==> src/rtl/pe_stream_router.sv <==
// Scatter/gather front end for the linear PE array.
// Scatters one word stream over PE lanes; serialises PE outputs.
module pe_stream_router #(
    parameter int PE_NUM   = 8,
    parameter int DATA_W   = 32,
    parameter int LOAD_NUM = 64
) (
    input  logic                     i_clk,
    input  logic                     i_rst,
    input  logic                     i_bcast,
    input  logic                     i_din_v,
    input  logic [DATA_W-1:0]        i_din,
    output logic [PE_NUM-1:0]        o_pe_in_v,
    output logic [PE_NUM*DATA_W-1:0] o_pe_in,
    output logic                     o_scatter_done,
    input  logic                     i_load,
    input  logic [PE_NUM*DATA_W-1:0] i_gather_in,
    output logic                     o_dout_v,
    output logic [DATA_W-1:0]        o_dout,
    output logic                     o_dout_last,
    input  logic                     i_dout_ready,
    output logic                     o_busy,
    output logic                     o_load_drop
);

    localparam int LW = $clog2(PE_NUM);
    localparam int BW = (LOAD_NUM > 1) ? $clog2(LOAD_NUM) : 1;
    localparam logic [LW-1:0] LANE_LAST = LW'(PE_NUM - 1);
    localparam logic [BW-1:0] BEAT_LAST = BW'(LOAD_NUM - 1);

    typedef enum logic {
        S_IDLE,
        S_SHIFT
    } state_t;

    // scatter state
    logic [BW-1:0]            r_beat;
    logic [LW-1:0]            r_lane;
    logic                     r_mode;
    logic [PE_NUM-1:0]        r_pe_in_v;
    logic [PE_NUM*DATA_W-1:0] r_pe_in;
    logic                     r_scatter_done;

    logic                     w_first;
    logic                     w_mode;
    logic                     w_beat_last;
    logic                     w_lane_last;
    logic [PE_NUM-1:0]        w_pe_v;
    logic [PE_NUM*DATA_W-1:0] w_pe_d;

    // gather state
    state_t                   r_state;
    logic [LW-1:0]            r_idx;
    logic [DATA_W-1:0]        r_sh [PE_NUM];
    logic                     r_dout_v;
    logic [DATA_W-1:0]        r_dout;
    logic                     r_dout_last;
    logic                     r_load_drop;

    logic                     w_hs;
    logic                     w_idx_last;
    logic [LW-1:0]            w_idx_nxt;
    logic                     w_cap;

    // Round position, effective mode and next lane valids/data
    always_comb begin
        w_pe_v      = '0;
        w_pe_d      = '0;
        w_first     = (r_beat == '0) && (r_lane == '0);
        w_mode      = w_first ? i_bcast : r_mode;
        w_beat_last = (r_beat == BEAT_LAST);
        w_lane_last = (r_lane == LANE_LAST);
        for (int j = 0; j < PE_NUM; j++) begin
            w_pe_v[j] = i_din_v & (w_mode | (r_lane == LW'(j)));
            w_pe_d[j*DATA_W +: DATA_W] = w_pe_v[j] ? i_din : '0;
        end
    end

    // Scatter counters, mode latch and registered lane outputs
    always_ff @(posedge i_clk) begin
        if (i_rst) begin
            r_beat         <= '0;
            r_lane         <= '0;
            r_mode         <= 1'b0;
            r_pe_in_v      <= '0;
            r_pe_in        <= '0;
            r_scatter_done <= 1'b0;
        end else begin
            r_pe_in_v      <= w_pe_v;
            r_pe_in        <= w_pe_d;
            r_scatter_done <= 1'b0;
            if (i_din_v) begin
                if (w_first) begin
                    r_mode <= i_bcast;
                end
                if (w_beat_last) begin
                    r_beat <= '0;
                    if (w_mode || w_lane_last) begin
                        r_lane         <= '0;
                        r_scatter_done <= 1'b1;
                    end else begin
                        r_lane <= r_lane + 1'b1;
                    end
                end else begin
                    r_beat <= r_beat + 1'b1;
                end
            end
        end
    end

    // Handshake and capture conditions for the gather side
    always_comb begin
        w_hs       = r_dout_v & i_dout_ready;
        w_idx_last = (r_idx == LANE_LAST);
        w_idx_nxt  = r_idx + 1'b1;
        w_cap      = i_load &
                     ((r_state == S_IDLE) || (w_hs && w_idx_last));
    end

    // Parallel capture of PE outputs (data path, no reset needed)
    always_ff @(posedge i_clk) begin
        if (w_cap) begin
            for (int j = 0; j < PE_NUM; j++) begin
                r_sh[j] <= i_gather_in[j*DATA_W +: DATA_W];
            end
        end
    end

    // Gather FSM with registered serial outputs
    always_ff @(posedge i_clk) begin
        if (i_rst) begin
            r_state     <= S_IDLE;
            r_idx       <= '0;
            r_dout_v    <= 1'b0;
            r_dout      <= '0;
            r_dout_last <= 1'b0;
            r_load_drop <= 1'b0;
        end else begin
            r_load_drop <= 1'b0;
            if (w_cap) begin
                r_state     <= S_SHIFT;
                r_idx       <= '0;
                r_dout_v    <= 1'b1;
                r_dout      <= i_gather_in[DATA_W-1:0];
                r_dout_last <= 1'b0;
            end else begin
                case (r_state)
                    S_IDLE: begin
                        r_dout_v    <= 1'b0;
                        r_dout      <= '0;
                        r_dout_last <= 1'b0;
                    end
                    S_SHIFT: begin
                        r_load_drop <= i_load;
                        if (w_hs) begin
                            if (w_idx_last) begin
                                r_state     <= S_IDLE;
                                r_idx       <= '0;
                                r_dout_v    <= 1'b0;
                                r_dout      <= '0;
                                r_dout_last <= 1'b0;
                            end else begin
                                r_idx       <= w_idx_nxt;
                                r_dout      <= r_sh[w_idx_nxt];
                                r_dout_last <= (w_idx_nxt == LANE_LAST);
                            end
                        end
                    end
                    default: r_state <= S_IDLE;
                endcase
            end
        end
    end

    assign o_pe_in_v      = r_pe_in_v;
    assign o_pe_in        = r_pe_in;
    assign o_scatter_done = r_scatter_done;
    assign o_dout_v       = r_dout_v;
    assign o_dout         = r_dout;
    assign o_dout_last    = r_dout_last;
    assign o_busy         = (r_state == S_SHIFT);
    assign o_load_drop    = r_load_drop;

endmodule

==> config.mk <==
export PLATFORM = sky130hd
export DESIGN_NAME = pe_stream_router
export DESIGN_NICKNAME = d
export VERILOG_FILES = /design/src/rtl/pe_stream_router.sv
export SDC_FILE = /design/constraint.sdc
export NUM_CORES = 1
export LEC_CHECK = 0
export CORE_MARGIN = 10
export CORE_UTILIZATION = 40
export DETAILED_ROUTE_END_ITERATION = 8
export GPL_TIMING_DRIVEN = 0
export PLACE_DENSITY = 0.74
export SETUP_SLACK_MARGIN = 0.4
export SLEW_MARGIN = 10
export SYNTH_ARGS = -nofsm -noshare
export SYNTH_HDL_FRONTEND = slang
export SYNTH_SLANG_ARGS = --single-unit
==> constraint.sdc <==
create_clock -name i_clk -period 15.8 [get_ports i_clk]
set_input_delay 1.58 -clock i_clk [delete_from_list [all_inputs] [get_ports i_clk]]
set_output_delay 1.58 -clock i_clk [all_outputs]
set_load 0.05 [all_outputs]
==> out/metrics.cfg, run 1 <==
[synthesis]
synthCells = 1179
syn_area_per_cell_um2 = 15.62
ys_warn_count = 0
synth.ff_latch_count = 570
synth_nets = 1484
synth_area_um2 = 18420
ys_seq_area_share_pct = 75.88
synth_cell_types = 36

[clocking]
cts_sinks = 570
post-cts-setup-buffers = 0
insertion_delay_ns = 0.60
clk_pin_slew_ns = 0.06
numCtsBuffers = 55
cts_root_buffer = clkbuf_16
cts_resized = 0
clockBufferDepth = 3
cts_tree = done
cts.hold.buffers_added = 0
htree_levels = 2

[routing]
post_drt_via_cell_ratio = 4.895
via_count = 12165
first_pass_iters = 5
drt-initial-drc-count = 687
ant_nets = 0
drcViolationCount = 0
detail_route.wl_per_cell_um = 23.79
drt-total-wl_mm = 59.11

[min_path]
min_path_type = flip-flop to flip-flop
hold-path-cell-count = 1

[global_routing]
grt-ovfl-total = 0
grtUsageTotal_pct = 20.38
grt_pass1_wl_mm = 82.53
grt_max_degree = 30
grt_pass1_vias = 12785
antenna_found_initial = 15

[pwr]
peakVddDrop_mv = 0.09510
totalPowerFinal_mw = 3.355
p_leak_nw = 9.944
powerDensity_nw_per_um2 = 123.3

[sta]
holdWs_ns = 0.4859
fmax_ghz = 0.2689
setup-tns-final_ns = 0
period_share_pct = 23.53
tightest_slew_ns = 0.9331
hold_viol_final = 0
setup_viol = 0
layout_min_cycle_time_ns = 3.718
rsz0062_at_grt = no
slew_violations = 0
relSlewSlack_pct = 37.64
finClkSkew_ns = 0.01530

[worst_setup_path]
critical-path-max-stage-delay_ns = 1.01
path_cells = clkdlybuf4s50_1
worstSetupEndpointType = primary output
worst-path-buf-inv = 1
cpMaxStageDelayCell = clkdlybuf4s50_1
required_ns = 14.22
r2r_cells = 10
worst-path-max-fanout = 9
path_depth = 1
path_delay_family = buffers and inverters
start_kind = flip-flop
cp.arrival_ns = 2.14
critPathKind = flip-flop to primary output

[place]
dp.cells = 2383
dp_hpwl_mm = 45.28
portBuffers = 593
routabilityCongestion = 0.7999

[die]
start_util_pct = 40.49
core-area_um2 = 45480
pin_count = 595
rows = 78
dieArea_um2 = 55020
die_h_um = 234.6
fp.dieW_um = 234.6

[final_layout]
finalNonFillerCells = 2485
final_nets = 2145
final_util_pct = 59.85
areaGrowthSynthToFinish_pct = 47.81
drive_above_1_share_pct = 10.64

[flow_run]
cap_violations = 0

[run_status]
outcome = complete, no violations

## metrics by stage
step                      area [um^2]  setup slack [ns]
final                           27220             12.08
after global routing            27220             12.01
after CTS                       27210             12.03
after detailed placement        25390             11.59
after global placement          25100            -4.349
after floorplan                 18420            0.6187
## sequential cells by signal, indices dropped and copies added (netlist names)
register,flops
r_idx,3
o_busy,1
o_dout,32
o_pe_in_v,8
r_lane,3
r_beat,6
o_scatter_done,1
r_mode,1
o_load_drop,1
o_pe_in,256
o_dout_v,1
r_sh,256
o_dout_last,1
## Yosys cell counts (all sizes together)
cell	n	area share, %
nand3b	1	0.041
dfxtp	314	34
nor2b	3	0.10
nand2b	2	0.068
o21ai	1	0.027
a211oi	5	0.54
or3	1	0.034
and3	3	0.13
o22ai	2	0.068
nor4	1	0.068
nand2	40	0.82
a21oi	6	0.16
or2	1	0.034
xor2	3	0.14
or4b	1	0.054
nor3	9	0.39
ha	11	0.75
a221o	32	1.7
and4bb	1	0.088
a21boi	2	0.14
edfxtp	256	42
nor2	307	6.3
nand4	2	0.068
nand3	3	0.082
mux2i	36	2.0
inv	7	0.14
xnor2	2	0.095
buf	40	1.8
mux4	64	7.8
clkbuf	23	0.47
## final timing paths
path                                from                      end  slack (ns)
setup / recovery       o_busy$_SDFF_PP0_                   o_busy       12.08
hold / removal    o_dout[6]$_SDFFE_PP0P_   o_dout[6]$_SDFFE_PP0P_        0.49
setup reg to reg   r_idx[0]$_SDFFE_PP0P_  o_dout[11]$_SDFFE_PP0P_       12.67
hold reg to reg   o_dout[6]$_SDFFE_PP0P_   o_dout[6]$_SDFFE_PP0P_        0.49
## area by class of cell
class / count / area, um^2
plain buffers: 63 / 421.7
clock inverters: 16 / 205.2
diodes: 5 / 12.51
repair buffers: 604 / 6216
clock buffers: 81 / 1608
fillers: 3438 / 18260
multi-input cells: 539 / 4005
flip-flops and latches: 570 / 13970
inverters: 7 / 26.28
well taps: 600 / 750.7
## per-layer routing
layer / vias to the layer above / part of all wire, % / global-route usage [%]
met5: - / 0.17 / 0
met4: 18 / 3.6 / 8.332
met3: 120 / 11 / 8.235
met2: 588 / 52 / 37.08
met1: 5934 / 33 / 20.27
li1: 5505 / - / -
## placed cells by master (no fill, tap or decap), types with 5 or more instances in the layout
cell type	Yosys	routed
dfxtp_1	314	314
mux4_2	64	64
clkbuf_1	23	39
clkinv_2	0	7
clkbuf_16	0	58
buf_16	0	8
clkdlybuf4s50_1	0	593
nor3_1	6	6
a21oi_1	6	6
bufinv_16	0	5
buf_1	7	7
mux2i_1	36	36
ha_1	11	11
diode_2	0	5
inv_1	7	7
a211oi_4	5	5
edfxtp_1	256	256
nor2_1	307	307
clkbuf_8	0	7
buf_2	10	10
nand2_1	40	40
buf_6	23	23
a221o_1	32	32
## logic make-up after synthesis
family / count (synthesis) / synth area share [%]
AOI/OAI and AO/OA: 48 / 2.684
DFF: 570 / 75.88
xor gates and xnor gates: 5 / 0.2378
muxes: 100 / 9.784
and+or+nand+nor: 375 / 8.235
adders and majority gates: 11 / 0.7474
buffers and inverters: 70 / 2.432
## power by group
group | total (mW) | leakage [nW] | internal [mW] | switching [mW]
Clock | 1.33 | 0.891 | 0.781 | 0.545
Sequential | 1.64 | 4.99 | 1.61 | 0.0215
Combinational | 0.394 | 4.06 | 0.166 | 0.228
Note: power is estimated with default switching activity, not from simulation.
==> inputs of run 2 (changes only) <==
PLACE_DENSITY = 0.71   (was 0.74)
clock period = 3.85 ns   (was 15.8 ns; I/O delays follow)
==> out/metrics.cfg, run 2 (synthesized netlist as in run 1, its figures left out) <==
[final_layout]
final_nets = 2145
drive_above_1_share_pct = 11.51
final_common_cell = clkdlybuf4s50_1
areaGrowthSynthToFinish_pct = 48.35
layout_common_cells = 593 x clkdlybuf4s50_1, 311 x dfxtp_1, 307 x nor2_1, 256 x edfxtp_1, 64 x mux4_2

[pwr]
p_leak_nw = 9.970
totalPowerFinal_mw = 13.79
powerDensity_nw_per_um2 = 504.8
peakVddDrop_mv = 0.4201

[worst_setup_path]
path_cells = clkbuf_1 -> buf_6 -> buf_6 -> inv_1 -> ha_1 -> clkbuf_1 -> buf_1 -> mux2i_1 -> nor2_1 -> a221o_1
worst-path-max-fanout = 10
worst-path-buf-inv = 6
path_delay_family = buffers and inverters
path_depth = 10
critical-path-max-stage-delay_ns = 0.75
required_ns = 4.33
cpMaxStageDelayCell = buf_1
critPathKind = flip-flop to flip-flop
start_kind = flip-flop
cp.arrival_ns = 3.65
r2r_cells = 10
worstSetupEndpointType = flip-flop

[global_routing]
grt_max_degree = 29
grtUsageTotal_pct = 20.36
antenna_found_initial = 15
grt_pass1_vias = 12572
grt-ovfl-total = 0
grt_pass1_wl_mm = 82.23

[sta]
rsz0062_at_grt = no
final.setup.worst_slack_ns = 0.6828
fmax_ghz = 0.3157
slew_violations = 0
hold_viol_final = 0
finClkSkew_ns = 0.01490
relSlewSlack_pct = 37.16
setup_viol = 0
tightest_slew_ns = 0.9426
layout_min_cycle_time_ns = 3.167
period_share_pct = 82.26

[die]
core-area_um2 = 45480
rows = 78
die_h_um = 234.6
pin_count = 595
fp.dieW_um = 234.6
start_util_pct = 40.49
dieArea_um2 = 55020

[routing]
drt-initial-drc-count = 705
drcViolationCount = 0
first_pass_iters = 4
ant_nets = 0
detail_route.wl_per_cell_um = 23.53
post_drt_via_cell_ratio = 4.760
via_count = 11861
drt-total-wl_mm = 58.65

[clocking]
cts_resized = 0
insertion_delay_ns = 0.59
numCtsBuffers = 55
clk_pin_slew_ns = 0.06
cts.hold.buffers_added = 0
htree_levels = 2
clockBufferDepth = 3
cts_sinks = 570
cts_root_buffer = clkbuf_16
cts_tree = done
post-cts-setup-buffers = 0

[place]
dp_hpwl_mm = 45.52
routabilityCongestion = 0.8066
pre_cts_ws_ns = 0.6196
portBuffers = 593

[flow_run]
cap_violations = 0

[min_path]
hold-path-cell-count = 3
min_path_type = input pin to flip-flop

[run_status]
outcome = complete, no violations

-- run 2: area by class of cell --
class,count,area [um^2]
diodes,6,15.01
plain buffers,63,441.7
clock buffers,83,1644
clock inverters,20,212.7
fillers,3452,18160
inverters,7,26.28
multi-input cells,539,4043
flip-flops and latches,570,13980
well taps,600,750.7
repair buffers,604,6208
-- run 2: metrics by stage --
step                      hold WS (ns)  area, um^2  utilization, %  setup TNS [ns]  cells
after floorplan                 0.4788       18490               -         -539.91   1179
after global placement          0.4696       25170           55.35        -1083.87   2372
after detailed placement        0.4726       25450           55.95               0   2383
after CTS                       0.2280       27300           60.04               0   2486
after global routing            0.3002       27310           60.06               0   2490
final                           0.2626       27320           60.07               0   2492
-- run 2: routing by layer --
layer  GRT usage [%]  vias up  part of all wire (%)
met1           21.21     5702                    35
met2           36.42      524                    51
met5               0        -                  0.22
met3           8.103      102                    11
met4           7.410       20                   2.7
li1                -     5513                     -
-- run 2: worst paths after layout --
path | start | to | slack [ns]
max | r_idx[0]$_SDFFE_PP0P_ | o_dout[13]$_SDFFE_PP0P_ | 0.68
min | i_din_v | r_beat[1]$_SDFFE_PP0P_ | 0.26
max reg2reg | r_idx[0]$_SDFFE_PP0P_ | o_dout[13]$_SDFFE_PP0P_ | 0.68
min reg2reg | o_dout[4]$_SDFFE_PP0P_ | o_dout[4]$_SDFFE_PP0P_ | 0.48
-- run 2: power breakdown --
group | internal (mW) | leakage (nW) | total [mW] | switching, mW
Sequential | 6.62 | 4.99 | 6.71 | 0.0843
Clock | 3.22 | 0.919 | 5.47 | 2.25
Combinational | 0.682 | 4.06 | 1.62 | 0.935
-- run 2: worst reg2reg max path: cells and delay by family, from the launching register on --
kind / cells / cell delay [ns]
mux: 1 / 0.31
fa+ha+maj: 1 / 0.27
compound gates: 1 / 0.28
simple gates: 1 / 0.07
buf+inv: 6 / 1.78
flops: 1 / 0.35
